===== src/rtl/hazard_scoreboard.sv =====
// hazard_scoreboard
//   Tracks the destination registers of the instructions between decode and
//   write-back (entry 0 = EX ... entry DEPTH-1 = WB). From these it decides,
//   for each decode source operand, whether the operand can be forwarded or
//   whether decode has to stall.
//
//   Build option: define SCOREBOARD_FWD_EN to enable forwarding. When it is
//   not defined, fwd_sel_o is always 0 and any in-flight writer of a source
//   register stalls decode until that writer retires.
//
// Ports
//   CLK             clock, rising edge
//   nRST            asynchronous active-low reset
//   advance_i       pipeline advances this cycle
//   flush_i         taken branch/jump; squash the youngest in-flight entry
//   dec_valid_i     decode slot holds a real instruction
//   dec_wen_i       decode instruction writes a register
//   dec_wsel_i      decode destination register
//   dec_load_i      decode instruction is a load
//   dec_src_i       packed decode sources, source s at [s*RW +: RW]
//   dec_src_used_i  per-source "operand is read" flags
//   stall_o         hold fetch/decode and inject a bubble
//   fwd_sel_o       per source: 0 = register file, k = result of entry k-1
//   stall_cnt_o     saturating count of stalled advancing cycles
module hazard_scoreboard #(
  parameter  int DEPTH = 3,
  parameter  int NSRC  = 2,
  parameter  int RW    = 5,
  localparam int SW    = $clog2(DEPTH + 1)
) (
  input  logic                CLK,
  input  logic                nRST,
  input  logic                advance_i,
  input  logic                flush_i,
  input  logic                dec_valid_i,
  input  logic                dec_wen_i,
  input  logic [RW-1:0]       dec_wsel_i,
  input  logic                dec_load_i,
  input  logic [NSRC*RW-1:0]  dec_src_i,
  input  logic [NSRC-1:0]     dec_src_used_i,
  output logic                stall_o,
  output logic [NSRC*SW-1:0]  fwd_sel_o,
  output logic [15:0]         stall_cnt_o
);

  logic [DEPTH-1:0] valid_q, valid_d;
  logic [DEPTH-1:0] load_q, load_d;
  logic [RW-1:0]    wsel_q [DEPTH];
  logic [RW-1:0]    wsel_d [DEPTH];
  logic [15:0]      stall_cnt_q, stall_cnt_d;
  logic [NSRC-1:0]  haz;
  logic             insertable;

  // Per-source match search. The loop runs from the oldest entry to the
  // youngest so the last hit seen is the youngest writer.
  always_comb begin
    logic [RW-1:0] src;
    logic          hit;
`ifdef SCOREBOARD_FWD_EN
    int            hit_idx;
    logic          hit_load;
`endif
    haz       = '0;
    fwd_sel_o = '0;
    for (int s = 0; s < NSRC; s++) begin
      src = dec_src_i[s*RW +: RW];
      hit = 1'b0;
`ifdef SCOREBOARD_FWD_EN
      hit_idx  = 0;
      hit_load = 1'b0;
`endif
      if (dec_src_used_i[s] && (src != '0)) begin
        for (int i = DEPTH - 1; i >= 0; i--) begin
          if (valid_q[i] && (wsel_q[i] == src)) begin
            hit = 1'b1;
`ifdef SCOREBOARD_FWD_EN
            hit_idx  = i;
            hit_load = load_q[i];
`endif
          end
        end
      end
`ifdef SCOREBOARD_FWD_EN
      // A load still in EX has no data yet: load-use bubble.
      if (hit) begin
        if ((hit_idx == 0) && hit_load) haz[s] = 1'b1;
        else fwd_sel_o[s*SW +: SW] = SW'(hit_idx + 1);
      end
`else
      haz[s] = hit;
`endif
    end
    stall_o = |haz;
  end

`ifndef SCOREBOARD_FWD_EN
  // Without forwarding the load flag of the oldest entry is never consulted.
  logic unused_load;
  assign unused_load = load_q[DEPTH-1];
`endif

  assign insertable = dec_valid_i & dec_wen_i & (dec_wsel_i != '0);

  always_comb begin
    valid_d = valid_q;
    load_d  = load_q;
    wsel_d  = wsel_q;
    if (flush_i || advance_i) begin
      for (int i = 1; i < DEPTH; i++) begin
        valid_d[i] = valid_q[i-1];
        load_d[i]  = load_q[i-1];
        wsel_d[i]  = wsel_q[i-1];
      end
      valid_d[0] = 1'b0;
      load_d[0]  = 1'b0;
      wsel_d[0]  = '0;
      if (flush_i) begin
        // Old entry 0 lands in entry 1 and is squashed there; flush also
        // overrides any stall, so decode is never inserted.
        valid_d[1] = 1'b0;
        load_d[1]  = 1'b0;
        wsel_d[1]  = '0;
      end else if (insertable && !stall_o) begin
        valid_d[0] = 1'b1;
        load_d[0]  = dec_load_i;
        wsel_d[0]  = dec_wsel_i;
      end
    end
  end

  always_comb begin
    stall_cnt_d = stall_cnt_q;
    if (stall_o && advance_i && (stall_cnt_q != 16'hFFFF))
      stall_cnt_d = stall_cnt_q + 16'd1;
  end

  always_ff @(posedge CLK or negedge nRST) begin
    if (!nRST) begin
      valid_q     <= '0;
      load_q      <= '0;
      stall_cnt_q <= '0;
      for (int i = 0; i < DEPTH; i++) wsel_q[i] <= '0;
    end else begin
      valid_q     <= valid_d;
      load_q      <= load_d;
      wsel_q      <= wsel_d;
      stall_cnt_q <= stall_cnt_d;
    end
  end

  assign stall_cnt_o = stall_cnt_q;

endmodule


===== config.mk =====
export PLATFORM = sky130hd
export DESIGN_NAME = hazard_scoreboard
export DESIGN_NICKNAME = d
export VERILOG_FILES = /design/src/rtl/hazard_scoreboard.sv
export SDC_FILE = /design/constraint.sdc
export NUM_CORES = 1
export LEC_CHECK = 0
export CAP_MARGIN = 20
export CORE_MARGIN = 3
export CORE_UTILIZATION = 50
export DETAILED_ROUTE_END_ITERATION = 8
export GPL_TIMING_DRIVEN = 0
export PLACE_DENSITY = 0.79
export SETUP_SLACK_MARGIN = 0.2
export SYNTH_ARGS = -nofsm -noshare
export SYNTH_HDL_FRONTEND = slang
export SYNTH_SLANG_ARGS = --single-unit

===== constraint.sdc =====
create_clock -name CLK -period 4.5 [get_ports CLK]
set_input_delay 1.35 -clock CLK [delete_from_list [all_inputs] [get_ports CLK]]
set_output_delay 1.35 -clock CLK [all_outputs]
set_load 0.05 [all_outputs]

Word level (Yosys, flattened, before mapping)
Cells that the tools add are included.
- register bits: 34
- logic and storage cells: 46
- add/subtract/negate cells: 1
- equality and inequality tests: 7
- muxes and demuxes: 14
- bitwise operators: 2
- reduce and logical (&&, ||, !) cells: 17
- operator list (kind ; count):
    $eq A5 B5 Y1 ; 6
    $add A16 B1 Y16 const B ; 1
    $ne A16 B16 Y1 const B ; 1
    $mux W5 ; 3
    $reduce_bool A5 Y1 ; 3
    $logic_and A1 B1 Y1 ; 11
    $mux W1 ; 11
    $and A1 B1 Y1 ; 2
    $reduce_or A2 Y1 ; 1
    $logic_not A1 Y1 ; 1
    $logic_or A1 B1 Y1 ; 1

Depth between registers and ports, before layout
- word-level depth: 11
- depth in mapped cells: 9
- mapped depth without buffers: 7

Least setup slack after synthesis
Ideal clock, no wire load.
- kind: input-to-output
- from: input port dec_src_i[6]
- to: output port stall_o
- data arrival time: 2847 ps
- required time: 3150 ps
- setup slack: 303 ps
- stages on the path: 6
- buffers on the path: 2
- cell sequence: or4_1 -> o21ai_0 -> a31o_2 -> buf_4 -> buf_2 -> nand2_1
- word-level cells in the longest chain between the ends: 7
- ends and longest elaborated chain (what ; line ; text):
    start: declaration ; 39 ; input logic [NSRC*RW-1:0] dec_src_i,
    $eq A5 B5 Y1 ; 74 ; if (valid_q[i] && (wsel_q[i] == src)) begin
    $logic_and A1 B1 Y1 ; 74 ;
    $mux W1 (3 in a row) ; 74 ;
    $mux W1 (*) ; 72 ; if (dec_src_used_i[s] && (src != '0)) begin
    $reduce_or A2 Y1 (*) ; 93 ; stall_o = |haz;
    end: declaration ; 41 ; output logic stall_o,
Every way passes the cells marked *; elsewhere a longest branch is shown, timed or not.

Worst setup path in the final report
- from: input port dec_src_i[8]
- to: output port stall_o
The elaborated chain is that of the path after synthesis.

==> flow_metrics.env <==
export IMPL_globalRoute_totalOverflow=0
export IMPL_cp_required_ns=3.15
export IMPL_maxCapViolations=0
export IMPL_floorplan_rows=22
export IMPL_synth_compound_area_frac=0.126
export IMPL_worstPathArrival_ns=2.88
export IMPL_yosys_mux_area_fraction=0.0672
export IMPL_synth_xor_area_share=0.191
export IMPL_reg2reg_setup_slack_ns=2.17
export IMPL_final_critical_delay_including_setup_and_external_delays_ns=4.23
export IMPL_crit_buf_inv=4
export IMPL_cellPowerDensity_mw_per_mm2=236
export IMPL_run_status="finished, final reports clean"
export IMPL_worst_skew_pair_late_latency_ns=0.29
export IMPL_routabilityCongestion=0.824
export IMPL_initial_cell_density_of_the_core=0.541
export IMPL_drt_pass1_iterations=4
export IMPL_io_pins=45
export IMPL_area_growth_synth_to_final_pct=29.4
export IMPL_placedInstanceArea_mm2=0.00252
export IMPL_cts_sinks=34
export IMPL_layout_cells_most_common="sky130_fd_sc_hd__xor2_1"
export IMPL_routedWlPerCell_um=16.2
export IMPL_io_buffer_count=39
export IMPL_irDropWorstVdd_v=0.000230
export IMPL_postSynthRegisterBits=34
export IMPL_full_die_area_mm2=0.00494
export IMPL_tritoncts="yes"
export IMPL_crit_top_cell="sky130_fd_sc_hd__buf_8"
export IMPL_ant_nets=0
export IMPL_crit_path_max_incr_delay_ns=0.49
export IMPL_cp_max_fo=10
export IMPL_nets=272
export IMPL_worst_pin_slew_ns=0.757
export IMPL_cts_root_to_sink_buffers=2
export IMPL_combinational_family_with_the_most_area_after_synthesis="XOR/XNOR gates"
export IMPL_synth_cell_area_mm2=0.00207
export IMPL_final_util=0.699
export IMPL_die_h_um=70.3
export IMPL_synthCells=195
export IMPL_buffer_cell_driving_the_clock_tree_root="sky130_fd_sc_hd__clkbuf_8"
export IMPL_synth_cell_types=35
export IMPL_stdcell_area_mm2=0.00268
export IMPL_syn_area_per_cell_um2=10.6
export IMPL_post_route_period_util=0.940
export IMPL_most_common_layout_cells="sky130_fd_sc_hd__xor2_1, sky130_fd_sc_hd__dfrtp_1, sky130_fd_sc_hd__clkdlybuf4s50_1"
export IMPL_dp_final_hpwl_um=3470
export IMPL_initial_antenna_violation_count=0
export IMPL_timing_final_setup_violations=0
export IMPL_synth_area_in_adders=0.00605
export IMPL_detailroute_via_count=1657
export IMPL_critical_path_startpoint_type="primary input"
export IMPL_report_final_slew_viol_count=0
export IMPL_leakage_power_of_the_design_nw=1.25
export IMPL_routed_via_density=5.60
export IMPL_critical_path_top_delay_family="buffers and inverters"
export IMPL_synth_simple_gate_area_share=0.154
export IMPL_final_report_hold_violation_count=0
export IMPL_worst_slew_margin=0.495
export IMPL_layout_drive_gt1_share=0.226
export IMPL_clock_skew_ns=0.00488
export IMPL_fin_setup_tns_ns=0
export IMPL_cts_made_buffers=5
export IMPL_crit_slowest_cell="sky130_fd_sc_hd__or4_1"
export IMPL_cell_chain_of_the_critical_path="clkdlybuf4s15_2 > or4_1 > o21ai_2 > a31o_4 > buf_8 > buf_6 > nand2_2 > buf_8"
export IMPL_clkTransAtPathRegs_ns=0.07
export IMPL_worst_hold_path_type="reg -> reg"
export IMPL_crit_path_end_kind="output pin"
export IMPL_worstSetupPathType="in -> out"
export IMPL_fmax_mhz=236
export IMPL_groute_usage_overall=0.207
export IMPL_first_global_vias=1726
export IMPL_wire_length_of_the_first_global_routing_pass_um=8220
export IMPL_cts_hold_repair_buffers=0
export IMPL_htreeDepth=2
export IMPL_antenna_diode_count=0
export IMPL_layout_filler_cells=329
export IMPL_final_wirelength_um=4800
export IMPL_grt_max_degree=35
export IMPL_initialDrtViolationCount=68
export IMPL_post_place_cells=285
export IMPL_fin_cells=296
export IMPL_yosysSeqAreaShare=0.411
export IMPL_yosys_warnings=0
export IMPL_core_area_mm2=0.00383
export IMPL_rsz0062_at_grt="no"
export IMPL_chipWidth_um=70.3
export IMPL_fin_total_pwr_w=0.000633
export IMPL_detail_route_drc_violations=0
==> synth_stat cells <==
cell | instances | share of area
sky130_fd_sc_hd__a2111oi_2 | 3 | 0.022
sky130_fd_sc_hd__a2111oi_4 | 2 | 0.027
sky130_fd_sc_hd__a211oi_1 | 6 | 0.022
sky130_fd_sc_hd__a21oi_1 | 9 | 0.022
sky130_fd_sc_hd__a31o_2 | 2 | 0.0085
sky130_fd_sc_hd__a32oi_1 | 1 | 0.0042
sky130_fd_sc_hd__and2_1 | 2 | 0.0060
sky130_fd_sc_hd__and3_1 | 4 | 0.012
sky130_fd_sc_hd__and4_1 | 2 | 0.0085
sky130_fd_sc_hd__buf_1 | 1 | 0.0018
sky130_fd_sc_hd__buf_2 | 3 | 0.0073
sky130_fd_sc_hd__buf_4 | 5 | 0.018
sky130_fd_sc_hd__buf_6 | 1 | 0.0054
sky130_fd_sc_hd__clkbuf_1 | 3 | 0.0054
sky130_fd_sc_hd__conb_1 | 1 | 0.0018
sky130_fd_sc_hd__dfrtp_1 | 34 | 0.41
sky130_fd_sc_hd__ha_1 | 1 | 0.0060
sky130_fd_sc_hd__inv_1 | 3 | 0.0054
sky130_fd_sc_hd__mux2_2 | 7 | 0.038
sky130_fd_sc_hd__mux2i_1 | 6 | 0.029
sky130_fd_sc_hd__nand2_1 | 12 | 0.022
sky130_fd_sc_hd__nand3_1 | 10 | 0.024
sky130_fd_sc_hd__nand4_1 | 7 | 0.021
sky130_fd_sc_hd__nand4_4 | 1 | 0.010
sky130_fd_sc_hd__nor2_1 | 8 | 0.015
sky130_fd_sc_hd__nor4_1 | 5 | 0.015
sky130_fd_sc_hd__nor4_2 | 1 | 0.0060
sky130_fd_sc_hd__o2111ai_1 | 2 | 0.0085
sky130_fd_sc_hd__o21a_1 | 1 | 0.0036
sky130_fd_sc_hd__o21ai_0 | 2 | 0.0048
sky130_fd_sc_hd__o21ai_2 | 1 | 0.0042
sky130_fd_sc_hd__or2_2 | 1 | 0.0030
sky130_fd_sc_hd__or4_1 | 3 | 0.011
sky130_fd_sc_hd__xnor2_1 | 7 | 0.030
sky130_fd_sc_hd__xor2_1 | 38 | 0.16
==> worst register-to-register path, stage by stage, from the launching register on <==
cell,delay [ns]
sky130_fd_sc_hd__dfrtp_1,0.45
sky130_fd_sc_hd__xor2_1,0.18
sky130_fd_sc_hd__nor4_2,0.29
sky130_fd_sc_hd__nand3_1,0.14
sky130_fd_sc_hd__a31o_4,0.27
sky130_fd_sc_hd__buf_8,0.12
sky130_fd_sc_hd__buf_4,0.17
sky130_fd_sc_hd__a21oi_1,0.24
sky130_fd_sc_hd__mux2_2,0.36
==> metal layers <==
metal,vias to the layer above,part of all wire,GRT usage
met3,12,0.040,0.0518
met5,-,0,0
li1,796,-,-
met2,48,0.51,0.352
met1,801,0.43,0.257
met4,0,0.015,0.0617
==> through the flow <==
stage	hold slack [ns]	setup WS, ns
global route	0.536	0.204
finish	0.505	0.269
floorplan	0.501	0.303
global placement	0.477	-0.936
detailed placement	0.491	-0.930
CTS	0.509	0.220
==> repair_timing <==
action / 4_1_cts / 5_1_grt
resized for setup: 56 / 9
endpoints found under the setup margin: 1 / 1
endpoints found under the hold margin: 0 / 0
pin swaps: 12 / 6
setup buffers: 2 / 1
==> final cells by class <==
| type | count | area [um2] | area share |
|---|---|---|---|
| multi-input cells | 148 | 1190 | 0.445 |
| flip-flops and latches | 34 | 851 | 0.318 |
| repair buffers | 42 | 369 | 0.138 |
| plain buffers | 13 | 103 | 0.0383 |
| clock buffers | 7 | 86.3 | 0.0323 |
| well taps | 48 | 60.1 | 0.0224 |
| inverters | 3 | 11.3 | 0.00421 |
| clock inverters | 1 | 5.00 | 0.00187 |
==> kinds of logic (layout without fill, tap and decap cells) <==
logic type	count (synthesis)	count (layout)
multiplexers	13	13
other	1	4
adder cells (fa/ha/maj)	1	1
AND/OR/NAND/NOR	56	56
flip-flops	34	34
AO/OA/AOI/OAI	29	29
buffers and inverters	16	66
XOR/XNOR	45	45
==> registers in the layout, indices dropped and copies added, names as in the netlist <==
name,cells
valid_q,3
wsel_q,15
stall_cnt_o,16
==> power breakdown <==
group	switching, W	internal [W]	total, W
Combinational	0.0000478	0.0000338	0.0000816
Clock	0.000112	0.000123	0.000236
Sequential	0.00000567	0.000310	0.000315
Total	0.000166	0.000467	0.000633
==> final timing paths <==
check / startpoint / end / cells after the start
max reg2reg: wsel_q[7] / stall_cnt_o[1] / 8
max: dec_src_i[8] / stall_o / 8
min reg2reg: stall_cnt_o[11] / stall_cnt_o[11] / 1
min in group asynchronous: nRST / wsel_q[5] / 1
max in group asynchronous: nRST / stall_cnt_o[14] / 1
min: stall_cnt_o[11] / stall_cnt_o[11] / 1
Note: power is estimated with default switching activity, not from simulation.
